--- src/rtl/midi_uart_tx.sv ---
// rtl/midi_uart_tx.sv - 8N1 MIDI/UART transmitter with a one-byte holding register.
// Optional running-status suppression is enabled by defining MIDI_RUNNING_STATUS_EN.
module midi_uart_tx #(
  parameter int CLKS_PER_BIT = 8,
  parameter int CNT_W        = $clog2(CLKS_PER_BIT)
) (
  input  logic       clk,
  input  logic       rst_n,
  input  logic [7:0] tx_data,
  input  logic       tx_valid,
  output logic       tx_ready,
  output logic       midi_out,
  output logic       busy,
  output logic       frame_done
);

  typedef enum logic [1:0] {S_IDLE, S_START, S_DATA, S_STOP} state_t;

  localparam logic [CNT_W-1:0] LAST_CNT = CNT_W'(CLKS_PER_BIT - 1);

  state_t           r_state, w_state_n;
  logic [7:0]       r_hold, w_hold_n;
  logic             r_hold_full, w_hold_full_n;
  logic [7:0]       r_shift, w_shift_n;
  logic [CNT_W-1:0] r_cnt, w_cnt_n;
  logic [2:0]       r_bit, w_bit_n;
  logic             r_midi_out, w_midi_out_n;
  logic             r_frame_done, w_frame_done_n;

  logic w_accept;
  logic w_period_end;
  logic w_load;
  logic w_drop;

`ifdef MIDI_RUNNING_STATUS_EN
  logic [7:0] r_last_status, w_last_status_n;
  logic       r_status_valid, w_status_valid_n;

  // A channel-voice status byte identical to the current running status is redundant.
  assign w_drop = r_status_valid && (r_hold >= 8'h80) && (r_hold <= 8'hEF) &&
                  (r_hold == r_last_status);
`else
  assign w_drop = 1'b0;
`endif

  assign w_accept     = tx_valid && !r_hold_full;
  assign w_period_end = (r_cnt == LAST_CNT);
  // The shifter can take a new byte while idle or at the very end of a stop bit.
  assign w_load       = r_hold_full &&
                        ((r_state == S_IDLE) || ((r_state == S_STOP) && w_period_end));

  assign tx_ready   = !r_hold_full;
  assign midi_out   = r_midi_out;
  assign busy       = (r_state != S_IDLE) || r_hold_full;
  assign frame_done = r_frame_done;

  always_comb begin
    w_state_n      = r_state;
    w_hold_n       = r_hold;
    w_hold_full_n  = r_hold_full;
    w_shift_n      = r_shift;
    w_cnt_n        = r_cnt;
    w_bit_n        = r_bit;
    w_midi_out_n   = 1'b1;
    w_frame_done_n = 1'b0;
`ifdef MIDI_RUNNING_STATUS_EN
    w_last_status_n  = r_last_status;
    w_status_valid_n = r_status_valid;
`endif

    case (r_state)
      S_IDLE: begin
        w_cnt_n = '0;
      end
      S_START: begin
        if (w_period_end) begin
          w_state_n = S_DATA;
          w_cnt_n   = '0;
          w_bit_n   = 3'd0;
        end else begin
          w_cnt_n = r_cnt + CNT_W'(1);
        end
      end
      S_DATA: begin
        if (w_period_end) begin
          w_cnt_n   = '0;
          w_shift_n = {1'b0, r_shift[7:1]};
          if (r_bit == 3'd7) begin
            w_state_n = S_STOP;
          end else begin
            w_bit_n = r_bit + 3'd1;
          end
        end else begin
          w_cnt_n = r_cnt + CNT_W'(1);
        end
      end
      S_STOP: begin
        if (w_period_end) begin
          w_state_n = S_IDLE;
          w_cnt_n   = '0;
        end else begin
          w_cnt_n = r_cnt + CNT_W'(1);
        end
      end
      default: begin
        w_state_n = S_IDLE;
      end
    endcase

    // A dropped byte leaves the FSM heading to IDLE, so only a real load restarts a frame.
    if (w_load) begin
      w_hold_full_n = 1'b0;
      if (!w_drop) begin
        w_shift_n = r_hold;
        w_state_n = S_START;
        w_cnt_n   = '0;
        w_bit_n   = 3'd0;
`ifdef MIDI_RUNNING_STATUS_EN
        if ((r_hold >= 8'h80) && (r_hold <= 8'hEF)) begin
          w_last_status_n  = r_hold;
          w_status_valid_n = 1'b1;
        end else if ((r_hold >= 8'hF0) && (r_hold <= 8'hF7)) begin
          w_status_valid_n = 1'b0;
        end
`endif
      end
    end

    if (w_accept) begin
      w_hold_n      = tx_data;
      w_hold_full_n = 1'b1;
    end

    // Line and pulse are registered from the current state, so they trail it by one cycle.
    case (r_state)
      S_START: w_midi_out_n = 1'b0;
      S_DATA:  w_midi_out_n = r_shift[0];
      default: w_midi_out_n = 1'b1;
    endcase
    w_frame_done_n = (r_state == S_STOP) && w_period_end;
  end

  always_ff @(posedge clk or negedge rst_n) begin
    if (!rst_n) begin
      r_state        <= S_IDLE;
      r_hold         <= 8'h00;
      r_hold_full    <= 1'b0;
      r_shift        <= 8'h00;
      r_cnt          <= '0;
      r_bit          <= 3'd0;
      r_midi_out     <= 1'b1;
      r_frame_done   <= 1'b0;
`ifdef MIDI_RUNNING_STATUS_EN
      r_last_status  <= 8'h00;
      r_status_valid <= 1'b0;
`endif
    end else begin
      r_state        <= w_state_n;
      r_hold         <= w_hold_n;
      r_hold_full    <= w_hold_full_n;
      r_shift        <= w_shift_n;
      r_cnt          <= w_cnt_n;
      r_bit          <= w_bit_n;
      r_midi_out     <= w_midi_out_n;
      r_frame_done   <= w_frame_done_n;
`ifdef MIDI_RUNNING_STATUS_EN
      r_last_status  <= w_last_status_n;
      r_status_valid <= w_status_valid_n;
`endif
    end
  end

endmodule

--- config.mk ---
export PLATFORM = sky130hd
export DESIGN_NAME = midi_uart_tx
export DESIGN_NICKNAME = d
export VERILOG_FILES = /design/src/rtl/midi_uart_tx.sv
export SDC_FILE = /design/constraint.sdc
export NUM_CORES = 1
export LEC_CHECK = 0
export BUFFER_PORTS_ARGS = -buffer_cell sky130_fd_sc_hd__buf_2
export CAP_MARGIN = 10
export CORE_MARGIN = 1.5
export CORE_UTILIZATION = 45
export DETAILED_ROUTE_END_ITERATION = 10
export GPL_TIMING_DRIVEN = 0
export SLEW_MARGIN = 20
export SYNTH_ARGS = -nofsm -noshare
export SYNTH_HDL_FRONTEND = slang
export SYNTH_SLANG_ARGS = --single-unit
--- constraint.sdc ---
create_clock -name clk -period 2.05 [get_ports clk]
set_clock_uncertainty 0.1 [all_clocks]
set_input_delay 0.205 -clock clk [delete_from_list [all_inputs] [get_ports clk]]
set_output_delay 0.205 -clock clk [all_outputs]
set_load 0.05 [all_outputs]
==> flow_summary.ini <==
[run_status]
status = complete, no violations

[sta]
worst_pin_slew_ns = 0.5807
maxSlewHeadroom = 0.6129
rsz0062_at_grt = no
timing.final.crit_period_ns = 1.920
fin_crit_sh = 0.9367
finalHoldViolCount = 0
setup_ws_ns = 0.1297
setup_viol = 0
tns_ns = 0
max_freq_ghz = 0.5208
drv_slew = 0

[placement]
numPortBuffers = 14
place.gp.congestion = 0.6838
place_ws_ns = 0.05779
hpwlAfterDp_mm = 1.594

[power]
p_leak_nw = 0.7418
p_per_area_nw_per_um2 = 1361
ir_drop_v = 0.0009358

[synthesis]
synth-compound-area-share = 0.1250
syn_area_um2 = 1291
yosys.area.top_type = dfrtp_1
synth_most_common_cell = dfrtp_1
ys_ff_latch = 27
muxShareOfSynthArea = 0.1328
synthSimpleGateAreaFrac = 0.09690
synth_xor_area_frac = 0
synth_edf_count = 0
synthAdderAreaFrac = 0.08721
synthArstFlopShare = 1.000
ys_warn_count = 0
yosysSeqAreaShare = 0.5242
synth_top_area_frac = 0.5039
synth_common_cells = 26 x dfrtp_1, 13 x nand2_1, 9 x ha_1, 9 x mux2_2, 9 x o21ai_0
syn-num-nets = 127
netlist-cell-type-count = 28
ys.flop_type = dfrtp_1
syn_area_per_cell_um2 = 12.07
synth_top_family_by_area = multiplexers
syn_inst = 107
synthTopCellsByArea = dfrtp_1 50%, ha_1 8.7%, mux2_2 7.8%, mux2i_1 5.4%, nand2_1 3.8%

[clocking]
htreeDepth = 1
insertion_delay_ns = 0.32
root_buffer = clkbuf_4
cts.sinks = 27
cts_buffers = 3
cts_tree = built
clk_pin_slew_worst_paths_ns = 0.15
ctsLongestPathBuffers = 2
post_cts_buffers = 0

[cells_and_area]
fillers = 231
n_antenna_cell = 0
num-nets-final = 154
drive_gt1_frac = 0.2707
post-route-util = 0.5561
area_growth_syn_to_layout_pct = 17.73

[min_path]
hp-start = tx_data[7]
min_to = r_hold[7]
holdPathStages = 2
hold_path.class = in -> reg

[route]
vias_per_cell = 5.323
drt-wirelength-per-cell_um = 13.32
drt-total-wl_mm = 2.185
drtIter0Drc = 22
vias = 873
drtPass1Iterations = 4
drc = 0
detail-route-antenna-nets = 0

[grt]
met1_usage = 0.2162
top_usage_layer = met2
met3_usage = 0.02304
grt_pass1_wl_mm = 3.795
grt_pass1_vias = 864
grt_antenna_before_repair = 0
grt_max_degree = 28
grt_overflow = 0
track_usage = 0.1491
grt_use_met2 = 0.2326

[critical_path]
timing.rr.end = r_shift[5]
startpoint_type = flip-flop
worstPathMaxFanout = 10
rr_worst_depth = 7
critical_path_class = reg -> reg
crit_slowest_cell = dfrtp_1
r2r_start = r_cnt[0]
crit_chain = ha_1 > ha_1 > buf_6 > a22o_1 > a21oi_4 > clkbuf_4 > o21ai_0
ff2ff_setup_slack_ns = 0.13
required_ns = 2.17
path_common_cell = ha_1
cp_slowest_stage_delay_ns = 0.41
crit_path_end_kind = flip-flop
critPathArrivalTime_ns = 2.04

[floorplanning]
io_pins = 15
die_h_um = 56.57
coreArea_um2 = 2734
start_util = 0.4723
fp-row-count = 19
die-area_um2 = 3200
die_w_um = 56.57

[flow_run]
cap_violations = 0
layout make-up:
type / count / area, um^2 / area share
well taps: 31 / 38.79 / 0.02551
inverters: 3 / 11.26 / 0.007407
clock buffers: 3 / 22.52 / 0.01481
clock inverters: 1 / 7.507 / 0.004938
plain buffers: 4 / 35.03 / 0.02305
multi-input cells: 73 / 578.1 / 0.3802
flip-flops and latches: 27 / 676.9 / 0.4453
repair buffers: 22 / 150.1 / 0.09877
critical path: cells and delay by family, from the launching register on:
kind / cells / cell delay [ns]
AO/OA/AOI/OAI: 3 / 0.54
adder cells (fa/ha/maj): 2 / 0.40
buffers and inverters: 2 / 0.38
flip-flops: 1 / 0.41
per-layer routing:
metal  vias up  routed length [um]
met3         2                  62
li1        430                   -
met2        14                 994
met5         -                   0
met1       427                1110
met4         0                  17
cells by family (layout without fill, tap and decap cells):
| family | after synthesis | count (layout) |
|---|---|---|
| adder cells (fa/ha/maj) | 9 | 9 |
| multiplexers | 16 | 16 |
| flip-flops | 27 | 27 |
| AO/OA/AOI/OAI | 24 | 24 |
| buffers and inverters | 7 | 33 |
| AND/OR/NAND/NOR | 24 | 24 |
metrics by stage:
step                      cell area (um^2)  total power [mW]  instances  hold WS (ns)
final                                 1520             2.069        164       0.01040
after global routing                  1520             2.229        164     0.0007522
after CTS                             1500             2.078        163      0.002851
after detailed placement              1400             1.837        152        0.1440
after global placement                1400             1.793        152        0.1402
after floorplan                       1291             1.616        107       -0.1906
sequential cells by signal, indices dropped and copies added, names as in the netlist:
| signal | count |
|---|---|
| frame_done | 1 |
| midi_out | 1 |
| r_bit | 3 |
| r_cnt | 3 |
| r_hold | 8 |
| r_hold_full | 1 |
| r_shift | 8 |
| r_state | 2 |
layout by cell type, fill, tap and decap left out:
master         Yosys  layout
a21o_1             1       1
a21oi_1            4       4
o21bai_1           1       1
o21ai_4            1       1
inv_1              3       3
clkinvlp_4         0       1
a21oi_4            0       1
clkbuf_4           0       4
a22o_1             3       3
a21boi_0           1       1
dfstp_2            1       1
a2bb2oi_1          1       1
nand3b_1           1       1
mux2i_1            7       7
nor4b_1            1       1
o21ai_1            1       1
nand4_1            2       2
nand2_1           13      13
o21ai_0            9       9
nor2b_1            3       3
and2_4             1       1
dfrtp_1           26      26
buf_6              2       2
mux2_2             9       9
dlygate4sd3_1      0       8
nor3b_1            1       1
ha_1               9       9
nor2_2             1       1
o32ai_1            1       1
nor4_1             1       1
buf_2              2      15
power breakdown:
part,internal (mW),switching (mW)
sequential,0.740,0.124
combinational,0.429,0.546
clock,0.0745,0.156
total,1.24,0.826
worst max path at each step:
stage,startpoint,end,cells after the start
floorplan,r_cnt[0],r_state[1],7
global placement,r_cnt[0],r_shift[5],7
detailed placement,r_cnt[0],r_shift[5],7
CTS,r_cnt[0],r_shift[5],8
global route,r_cnt[0],r_shift[2],8
finish,r_cnt[0],r_shift[5],7
repair_timing:
item                       4_1_cts  5_1_grt
gates resized for setup          0        2
hold buffers                     7        1
hold endpoints to repair        32        1
setup endpoints to repair        0        7
(Power assumes the default switching activity.)
